==> config.mk <==
export PLATFORM = sky130hd
export DESIGN_NAME = rr_packet_arbiter_flat
export DESIGN_NICKNAME = d
export VERILOG_FILES = /design/src/rtl/rr_packet_arbiter_if.sv /design/src/rtl/rr_packet_arbiter.sv /design/src/flat_wrapper.sv
export SDC_FILE = /design/constraint.sdc
export NUM_CORES = 1
export LEC_CHECK = 0
export ABC_AREA = 1
export CORE_MARGIN = 2
export CORE_UTILIZATION = 45
export DETAILED_ROUTE_END_ITERATION = 12
export GPL_TIMING_DRIVEN = 1
export PLACE_DENSITY = 0.72
export SYNTH_ARGS = -nofsm -noshare
export SYNTH_HDL_FRONTEND = slang
export SYNTH_SLANG_ARGS = --single-unit
==> constraint.sdc <==
create_clock -name clk -period 9.8 [get_ports clk]
set_clock_uncertainty 0.2 [all_clocks]
set_input_delay 1.47 -clock clk [delete_from_list [all_inputs] [get_ports clk]]
set_output_delay 1.47 -clock clk [all_outputs]
set_load 0.02 [all_outputs]
==> src/rtl/rr_packet_arbiter_if.sv <==
// Handshake bundle between one crossbar master port and its packet arbiter.
// The arbiter binds to the slave modport; the request/beat source binds to master.
interface rr_packet_arbiter_if #(
    parameter int unsigned S_DATA_COUNT = 5,
    parameter int unsigned T_ID___WIDTH = $clog2(S_DATA_COUNT)
);
    logic [S_DATA_COUNT-1:0] req_i;
    logic                    beat_accept_i;
    logic                    beat_last_i;
    logic [S_DATA_COUNT-1:0] grant_o;
    logic [T_ID___WIDTH-1:0] m_id_o;
    logic                    busy_o;
    logic                    forced_release_o;

    modport master (
        output req_i, beat_accept_i, beat_last_i,
        input  grant_o, m_id_o, busy_o, forced_release_o
    );

    modport slave (
        input  req_i, beat_accept_i, beat_last_i,
        output grant_o, m_id_o, busy_o, forced_release_o
    );
endinterface

==> src/rtl/rr_packet_arbiter.sv <==
// Packet-locking round-robin arbiter: grant held until last, priority rotates past the winner.
// Define RR_ARB_MAX_BEATS_EN to force-release a grant after MAX_BEATS accepted beats.
module rr_packet_arbiter #(
    parameter int unsigned S_DATA_COUNT   = 5,
    parameter int unsigned T_ID___WIDTH   = $clog2(S_DATA_COUNT),
    parameter int unsigned MAX_BEATS      = 16,
    parameter int unsigned BEAT_CNT_WIDTH = $clog2(MAX_BEATS + 1)
) (
    input logic                clk,
    input logic                rst,
    rr_packet_arbiter_if.slave arb_if
);
    typedef enum logic [0:0] {
        ST_IDLE   = 1'b0,
        ST_LOCKED = 1'b1
    } state_t;

    state_t                  r_state, w_state;
    logic [T_ID___WIDTH-1:0] r_ptr, w_ptr;
    logic [T_ID___WIDTH-1:0] r_winner, w_winner;
    logic [S_DATA_COUNT-1:0] r_grant, w_grant;
    logic                    r_busy;
    logic                    r_forced, w_forced;

    logic [T_ID___WIDTH-1:0] w_ptr_adv;
    logic [T_ID___WIDTH-1:0] w_base;
    logic [T_ID___WIDTH-1:0] w_pick;
    logic [S_DATA_COUNT-1:0] w_pick_oh;
    logic                    w_found;
    logic                    w_limit;
    logic                    w_release;
    int unsigned             w_idx;

`ifdef RR_ARB_MAX_BEATS_EN
    logic [BEAT_CNT_WIDTH-1:0] r_cnt, w_cnt, w_cnt_inc;
`endif

    always_comb begin
        w_ptr_adv = (r_winner == T_ID___WIDTH'(S_DATA_COUNT - 1)) ? '0 : r_winner + 1'b1;
`ifdef RR_ARB_MAX_BEATS_EN
        w_cnt_inc = r_cnt + 1'b1;
        w_limit   = arb_if.beat_accept_i & ~arb_if.beat_last_i
                    & (w_cnt_inc == BEAT_CNT_WIDTH'(MAX_BEATS));
`else
        w_limit   = 1'b0;
`endif
        w_release = (r_state == ST_LOCKED) & arb_if.beat_accept_i
                    & (arb_if.beat_last_i | w_limit);
        // On release the search already starts past the finishing slave
        w_base    = w_release ? w_ptr_adv : r_ptr;

        w_found   = 1'b0;
        w_pick    = '0;
        w_pick_oh = '0;
        w_idx     = 0;
        for (int unsigned k = 0; k < S_DATA_COUNT; k++) begin
            w_idx = (32'(w_base) + k) % S_DATA_COUNT;
            if (!w_found && arb_if.req_i[w_idx[T_ID___WIDTH-1:0]]) begin
                w_found   = 1'b1;
                w_pick    = w_idx[T_ID___WIDTH-1:0];
                w_pick_oh = '0;
                w_pick_oh[w_idx[T_ID___WIDTH-1:0]] = 1'b1;
            end
        end

        w_state  = r_state;
        w_ptr    = r_ptr;
        w_winner = r_winner;
        w_grant  = r_grant;
        w_forced = 1'b0;
`ifdef RR_ARB_MAX_BEATS_EN
        w_cnt    = r_cnt;
`endif
        case (r_state)
            ST_IDLE: begin
                if (w_found) begin
                    w_state  = ST_LOCKED;
                    w_winner = w_pick;
                    w_grant  = w_pick_oh;
`ifdef RR_ARB_MAX_BEATS_EN
                    w_cnt    = '0;
`endif
                end
            end
            ST_LOCKED: begin
                if (w_release) begin
                    w_ptr    = w_ptr_adv;
                    w_forced = w_limit;
`ifdef RR_ARB_MAX_BEATS_EN
                    w_cnt    = '0;
`endif
                    if (w_found) begin
                        w_winner = w_pick;
                        w_grant  = w_pick_oh;
                    end else begin
                        w_state = ST_IDLE;
                        w_grant = '0;
                    end
                end
`ifdef RR_ARB_MAX_BEATS_EN
                else if (arb_if.beat_accept_i) begin
                    w_cnt = w_cnt_inc;
                end
`endif
            end
            default: begin
                w_state = ST_IDLE;
                w_grant = '0;
            end
        endcase
    end

    always_ff @(posedge clk or posedge rst) begin
        if (rst) begin
            r_state  <= ST_IDLE;
            r_ptr    <= '0;
            r_winner <= '0;
            r_grant  <= '0;
            r_busy   <= 1'b0;
            r_forced <= 1'b0;
`ifdef RR_ARB_MAX_BEATS_EN
            r_cnt    <= '0;
`endif
        end else begin
            r_state  <= w_state;
            r_ptr    <= w_ptr;
            r_winner <= w_winner;
            r_grant  <= w_grant;
            r_busy   <= (w_state == ST_LOCKED);
            r_forced <= w_forced;
`ifdef RR_ARB_MAX_BEATS_EN
            r_cnt    <= w_cnt;
`endif
        end
    end

    assign arb_if.grant_o = r_grant;
    assign arb_if.m_id_o  = r_winner;
    assign arb_if.busy_o  = r_busy;
`ifdef RR_ARB_MAX_BEATS_EN
    assign arb_if.forced_release_o = r_forced;
`else
    // Limit logic absent: always 0 for any legal MAX_BEATS (>=1)
    assign arb_if.forced_release_o = r_forced & (MAX_BEATS == 0) & (BEAT_CNT_WIDTH == 0);
`endif
endmodule

==> src/flat_wrapper.sv <==
// flat-port wrapper written by rule: the top's interface ports become plain ports
module rr_packet_arbiter_flat 
#(
    parameter int unsigned S_DATA_COUNT   = 5,
    parameter int unsigned T_ID___WIDTH   = $clog2(S_DATA_COUNT),
    parameter int unsigned MAX_BEATS      = 16,
    parameter int unsigned BEAT_CNT_WIDTH = $clog2(MAX_BEATS + 1)
)
  (clk, rst, arb_if_req_i, arb_if_beat_accept_i, arb_if_beat_last_i, arb_if_grant_o, arb_if_m_id_o, arb_if_busy_o, arb_if_forced_release_o);
  rr_packet_arbiter_if #(.S_DATA_COUNT(S_DATA_COUNT), .T_ID___WIDTH(T_ID___WIDTH)) arb_if_i ();
  input logic clk;
  input logic rst;
  input wire logic [$bits(arb_if_i.req_i)-1:0] arb_if_req_i;
  input wire logic [$bits(arb_if_i.beat_accept_i)-1:0] arb_if_beat_accept_i;
  input wire logic [$bits(arb_if_i.beat_last_i)-1:0] arb_if_beat_last_i;
  output wire logic [$bits(arb_if_i.grant_o)-1:0] arb_if_grant_o;
  output wire logic [$bits(arb_if_i.m_id_o)-1:0] arb_if_m_id_o;
  output wire logic [$bits(arb_if_i.busy_o)-1:0] arb_if_busy_o;
  output wire logic [$bits(arb_if_i.forced_release_o)-1:0] arb_if_forced_release_o;
  assign arb_if_i.req_i = arb_if_req_i;
  assign arb_if_i.beat_accept_i = arb_if_beat_accept_i;
  assign arb_if_i.beat_last_i = arb_if_beat_last_i;
  assign arb_if_grant_o = arb_if_i.grant_o;
  assign arb_if_m_id_o = arb_if_i.m_id_o;
  assign arb_if_busy_o = arb_if_i.busy_o;
  assign arb_if_forced_release_o = arb_if_i.forced_release_o;
  rr_packet_arbiter #(.S_DATA_COUNT(S_DATA_COUNT), .T_ID___WIDTH(T_ID___WIDTH), .MAX_BEATS(MAX_BEATS), .BEAT_CNT_WIDTH(BEAT_CNT_WIDTH)) u_core (.clk(clk), .rst(rst), .arb_if(arb_if_i));
endmodule
==> results of run 1 <==
==> final cells by class <==
| cell class | instances | area [µm²] | area share (%) |
|---|---|---|---|
| well taps | 70 | 87.6 | 3.26 |
| inverters | 64 | 250 | 9.31 |
| multi-input cells | 316 | 1830 | 67.9 |
| repair buffers | 17 | 170 | 6.33 |
| clock buffers | 4 | 55.1 | 2.05 |
| flip-flops and latches | 12 | 300 | 11.2 |
==> synth_stat cells (2+ instances only) <==
cell type / instances / area [µm²]
a21oi_1: 2 / 10.0
buf_2: 2 / 10.0
dfrtp_1: 12 / 300
ha_1: 16 / 200
inv_1: 52 / 195
inv_2: 8 / 30.0
inv_4: 2 / 12.5
nand2_1: 116 / 435
nand2_2: 27 / 169
nand2_4: 10 / 113
nand2_8: 3 / 60.1
nand3_1: 56 / 280
nand3_2: 5 / 50.1
nand3_4: 2 / 35.0
nand4_1: 3 / 18.8
nor2_1: 45 / 169
nor2_2: 6 / 37.5
nor2_8: 2 / 40.0
o21ai_0: 5 / 25.0
o21ai_2: 2 / 17.5
o21ai_4: 2 / 32.5
xor2_2: 2 / 32.5
==> path summary, 6_finish.rpt <==
| kind | startpoint | to | slack (ns) | cells past startpoint |
|---|---|---|---|---|
| worst max-delay path | arb_if_beat_last_i | u_core.arb_if.grant_o[4] | 3.79 | 25 |
| worst min-delay path | u_core.arb_if.grant_o[1] | u_core.arb_if.grant_o[1] | 0.31 | 2 |
| worst max register to register | u_core.arb_if.m_id_o[0] | u_core.arb_if.grant_o[4] | 4.96 | 27 |
| worst min register to register | u_core.arb_if.grant_o[1] | u_core.arb_if.grant_o[1] | 0.31 | 2 |
| max in group asynchronous | rst | u_core.arb_if.m_id_o[2] | 7.75 | 2 |
| min in group asynchronous | rst | u_core.arb_if.grant_o[2] | 1.34 | 2 |
==> flip-flops by register name (all words and copies together) (netlist names) <==
register               flops
u_core.r_state             1
u_core.arb_if.grant_o      5
u_core.r_ptr               3
u_core.arb_if.m_id_o       3
==> logic make-up (layout without fill, tap and decap cells) <==
group	Yosys count	after routing	share of synthesized area [%]
compound gates	17	17	5.78
flops	12	12	12.5
simple gates	279	279	59.9
xor+xnor	3	3	1.72
fa+ha+maj	16	16	8.32
other cells	1	1	0.156
buf+inv	68	85	11.6
==> per-layer routing <==
layer / wire (µm) / track usage (%)
met1: 2570 / 26.3
met2: 2520 / 34.3
met3: 204 / 1.29
met4: 108 / 5.36
met5: 0 / 0
==> through the flow <==
stage / std cells / utilization, % / instance area [µm²] / hold slack, ns / setup slack [ns]
floorplan: 396 / - / 2400 / 0.286 / 4.59
global placement: 479 / 51.2 / 2630 / 0.292 / 3.69
detailed placement: 479 / 51.2 / 2630 / 0.309 / 3.58
CTS: 483 / 52.3 / 2690 / 0.323 / 3.82
global route: 483 / 52.3 / 2690 / 0.341 / 3.38
finish: 483 / 52.3 / 2690 / 0.312 / 3.79
==> critical path: stages <==
cell and delay (ns):
clkdlybuf4s50_1 0.53, nand3_4 0.22, o21ai_4 0.42, inv_1 0.21, ha_1 0.26, inv_1 0.06, ha_1 0.27, inv_1 0.10
ha_1 0.14, inv_1 0.04, ha_1 0.26, o41ai_1 0.68, o21bai_1 0.17, nand2_2 0.14, inv_2 0.06, nor2_2 0.13
nand2_1 0.09, nand2_2 0.08, nor2_4 0.05, nor2_8 0.17, nand2_4 0.09, nand2_8 0.10, nand2_8 0.06, nand2_2 0.07
nand2_1 0.05
==> results.md, run 1 <==
- After clock tree synthesis, the clock-pin slew on the worst setup and hold paths is 0.05 ns.
- The via count of the first global-routing pass is 2261.
- The all-layer global routing usage is 19.7%.
- The ratio of routed vias to standard cells is between 4 and 5.
- In this run the post-CTS setup repair buffer count came out at 0.
- The HPWL after detailed placement is 4490 µm.
- The setup path with the least slack is of type input pin to flip-flop.
- The data required time of the critical path is 9.73 ns.
- The first global-routing pass estimated 9870 µm of wire.
- The floorplan has 26 rows.
- The area of the core region is 0.00514 mm².
- The worst setup path is launched from an input pin.
- The most common library cell in the layout ignoring fill and taps is nand2_1.
- The mapped netlist covers between 0.002 and 0.0025 mm².
- The congestion estimate from routability-driven global placement came to 0.935.
- The number of synthesized register bits is 12.
- The count of input and output buffers is 17.
- The final number of hold-violating endpoints is 0.
- In the layout the commonest cells are 116 x nand2_1, 56 x nand3_1, 52 x inv_1.
- The prevailing post-synth register cell is dfrtp_1.
- In this run, post-CTS hold repair placed 0 buffers.
- The number of DRC markers in iteration 0 is 137.
- The worst path uses about three fifths of the clock period.
- The final setup violation count is 0.
- The number of different library cells in the post-synthesis netlist is 38.
- After synthesis, flip-flops and latches occupy 12.5% of the total area.
- The max-slew headroom at the worst pin is 53.5%.
- Setup repair after global routing left no endpoint under its margin.
- The post-synthesis net count is 421.
- The minimum period implied by the final worst setup slack is 6.01 ns.
- The maximum number of pins on one net before global-route repair is 19.
- The maximum clock rate is 0.166 GHz.
- The ratio of cells with drive above 1 in the final layout is 19.4%.
- The length of the first detailed-routing pass in iterations is 4.
- Dividing the detail-routed wire length by the instance count gives approximately 11 µm.
- The I/O pin total is 19.
- In the synthesized netlist the async set-or-reset flop fraction comes to 100%.
- The later-pin clock latency in the skew report is 0.24 ns.
- During synthesis, Yosys emitted a total of 0 warnings.
- The cell sitting at the root of the clock tree is a clkbuf_8.
- CTS built an H-tree with a depth of 1.
- TritonCTS built the clock tree.
- The y dimension of the die is approximately 77 µm.
- The detail route stage leaves a number of antenna-violating nets equal to 0.
- The post-cts sizing count is 0.
- The tree built by TritonCTS fans out to 12 sinks.
- The number of filler instances in the final layout is 537.
- The sum of negative setup slack is 0 ns.
- Synthesis produced 396 cells.
- The die width is 77.1 µm.
- The number of max-slew violations in the final report is 0.
- The final layout contains routed wiring with a total length of 5400 µm.
- The layout net count is 439.
- The synthesized design contains 0 enable-type register cells.
- In this run the worst path has a maximum fanout of 14.
- The longest clock path from root to sink contains 2 buffers.
- The number of antenna violations at the first check in global routing is 0.
- Across the run, the number of max-cap violations was 0.
- The type of the most critical hold path is flip-flop to flip-flop.
- The die area is 0.00594 mm².
- The number of clock buffers added by TritonCTS is 3.
- The DRC violation count after routing is 0.
- The average instance area after synthesis is between 6 and 7 µm².
- The arrival time of the worst setup path is 5.94 ns.
- The flow ran to the end, and the final reports show no timing, DRC or antenna violations.
- The antenna diode instance count is 0.
- STA classifies the critical path endpoint as a flip-flop.
- The measured slew at the worst slew-check pin is about 0.7 ns.
- Relative to the synthesized area, the layout overhead comes to 11.8%.
- Summed over all layers, the global routing overflow is 0.
- Once the floorplan was initialized, standard cells occupied 46.8% of the core.
- For this block, the via count after detailed routing is ~2400.
Power of run 1 is not shown: default switching activity piles up to over one toggle a cycle in this logic, so the estimate is an artifact.
==> run 2: changes to the inputs <==
- clock period: 9.8 -> 6.1 ns (I/O delays scaled with it)
==> results.md, run 2 (same netlist as run 1, synthesis figures left out) <==
- The site row count is 26.
- In the final design database the tool counted 439 nets.
- After detailed routing, the average wire length per cell comes to ~11 µm.
- The clock input transition at the sequential cells of the worst setup and hold paths is 0.05 ns.
- The sequential cell area is 300 µm².
- For the pin with the worst max-slew slack, the measured transition is 0.707 ns.
- In the layout the commonest cells are 116 x nand2_1, 56 x nand3_1, 52 x inv_1.
- Counting every sink on the clock net gives 12.
- Setup repair after global routing left no endpoint under its margin.
- The maximum clock rate is ~0.18 GHz.
- The tool flagged a number of max-cap violations equal to 0.
- TritonCTS built the clock tree.
- The cell with the largest stage delay on the worst path is o41ai_1.
- The ratio of cells with drive above 1 in the final layout is 19.4%.
- The maximum number of pins on one net before global-route repair is 19.
- The sum of net half-perimeters after detailed placement is 4480 µm.
- Headroom to the max-slew limit came out at 52.2%.
- The number of nets still failing antenna checks after routing is 0.
- The hold buffer count at CTS is 0.
- The period utilization is 90.1%.
- The number of antenna violations at the first check in global routing is 0.
- After filler insertion, the fill cell instance count of the layout stands at 533.
- The register with the most flip-flops in the layout has 5 of them.
- At the worst endpoint, the required time is ~6.0 ns.
- The first-pass GRT wire length is roughly 9900 µm.
- The DRC violation count after routing is 0.
- The count of buffers added on input and output ports is 17.
- The post-CTS repair timing setup buffer count is 0.
- The final setup violation count is 0.
- The deepest clock path buffer count is 2.
- The floorplan step set the die width to 77.1 µm.
- Of all nets on the critical path, the largest fanout is 14.
- The number of buffers inserted during clock tree synthesis is 3.
- At the later pin of the worst-skew pair, clock insertion delay measures about 0.24 ns.
- The congestion estimate from routability-driven global placement came to 0.935.
- The minimum period implied by the final worst setup slack is 5.49 ns.
- The path type of the worst setup path is input pin to flip-flop.
- The master cell of the clock root buffer is clkbuf_8.
- The starting density of the core is 46.8%.
- Before antenna repair, the detailed router went through 5 iterations.
- The final number of hold-violating endpoints is 0.
- The type of the most critical hold path is flip-flop to flip-flop.
- In this run, post-CTS repair resized a total of 0 instances.
- The number of max-slew violations in the final report is 0.
- CTS built an H-tree with a depth of 1.
- From synthesis to final layout, the design area changed by 11.8%.
- Across every metal layer, demand over resource in global routing totals 19.8%.
- The via count of the first global-routing pass is 2281.
- The arrival time of the worst setup path is 5.43 ns.
- The final layout contains routed wiring with a total length of 5420 µm.
- In the final layout, the multi-input gates occupy 0.00183 mm².
- Leaving out fill and tap cells, the most frequent cell in the layout is nand2_1.
- The antenna diode instance count is 0.
- The ratio of routed vias to standard cells is between 4 and 5.
- The I/O pin total is 19.
- On the worst path, the slowest cell contributes a delay of around 0.7 ns.
- The y dimension of the die is 77.1 µm.
- The die covers a little under 0.006 mm².
- The total overflow left after global routing is 0.
- The core region is 0.00514 mm².
- The flow ran to the end, and the final reports show no timing, DRC or antenna violations.
- The worst setup path is launched from an input pin.
- Across all layers, the routed design uses 2381 vias.
- The detailed router finished its first iteration with about 130 violations.
- The kind of end point of the critical path is a flip-flop.
- In the final timing run, aggregate negative setup slack is 0 ns.
run 2: layer usage:
layer	wire length, µm	track usage [%]	up-vias
met5	0	0	-
met4	60	5.18	0
met3	173	1.41	7
met2	2540	34.5	45
met1	2650	26.3	1065
li1	-	-	1264
run 2: metrics by stage:
stage	hold WS (ns)	instances	setup WS [ns]	instance area [µm²]	utilization, %
5_1_grt	0.345	483	0.217	2690	52.3
4_1_cts	0.317	483	0.643	2690	52.3
2_1_floorplan	0.286	396	1.44	2400	-
3_3_place_gp	0.292	479	0.549	2630	51.2
3_5_place_dp	0.307	479	0.391	2630	51.2
6_report	0.310	483	0.605	2690	52.3
run 2: cell type report:
| type | count | area share, % |
|---|---|---|
| clock buffer | 4 | 2.05 |
| multi-input combinational | 316 | 67.9 |
| timing repair buffer | 17 | 6.33 |
| tap | 70 | 3.26 |
| inverter | 64 | 9.31 |
| sequential | 12 | 11.2 |
run 2: worst paths after layout:
check / startpoint / to / slack, ns / cells past startpoint
max in group asynchronous: rst / u_core.arb_if.m_id_o[2] / 4.60 / 2
max: arb_if_beat_last_i / u_core.arb_if.grant_o[4] / 0.61 / 25
min in group asynchronous: rst / u_core.r_state / 0.78 / 2
min reg2reg: u_core.arb_if.grant_o[1] / u_core.arb_if.grant_o[1] / 0.31 / 2
min: u_core.arb_if.grant_o[1] / u_core.arb_if.grant_o[1] / 0.31 / 2
max reg2reg: u_core.arb_if.m_id_o[0] / u_core.arb_if.grant_o[4] / 1.24 / 27
run 2: worst max-delay path: cells and delay by family:
kind / cells / cell delay, ns
AO/OA/AOI/OAI: 3 / 1.28
adder cells (fa/ha/maj): 4 / 0.94
buffers and inverters: 6 / 1.03
AND/OR/NAND/NOR: 12 / 1.25
Power of run 2 is left out for the same reason.
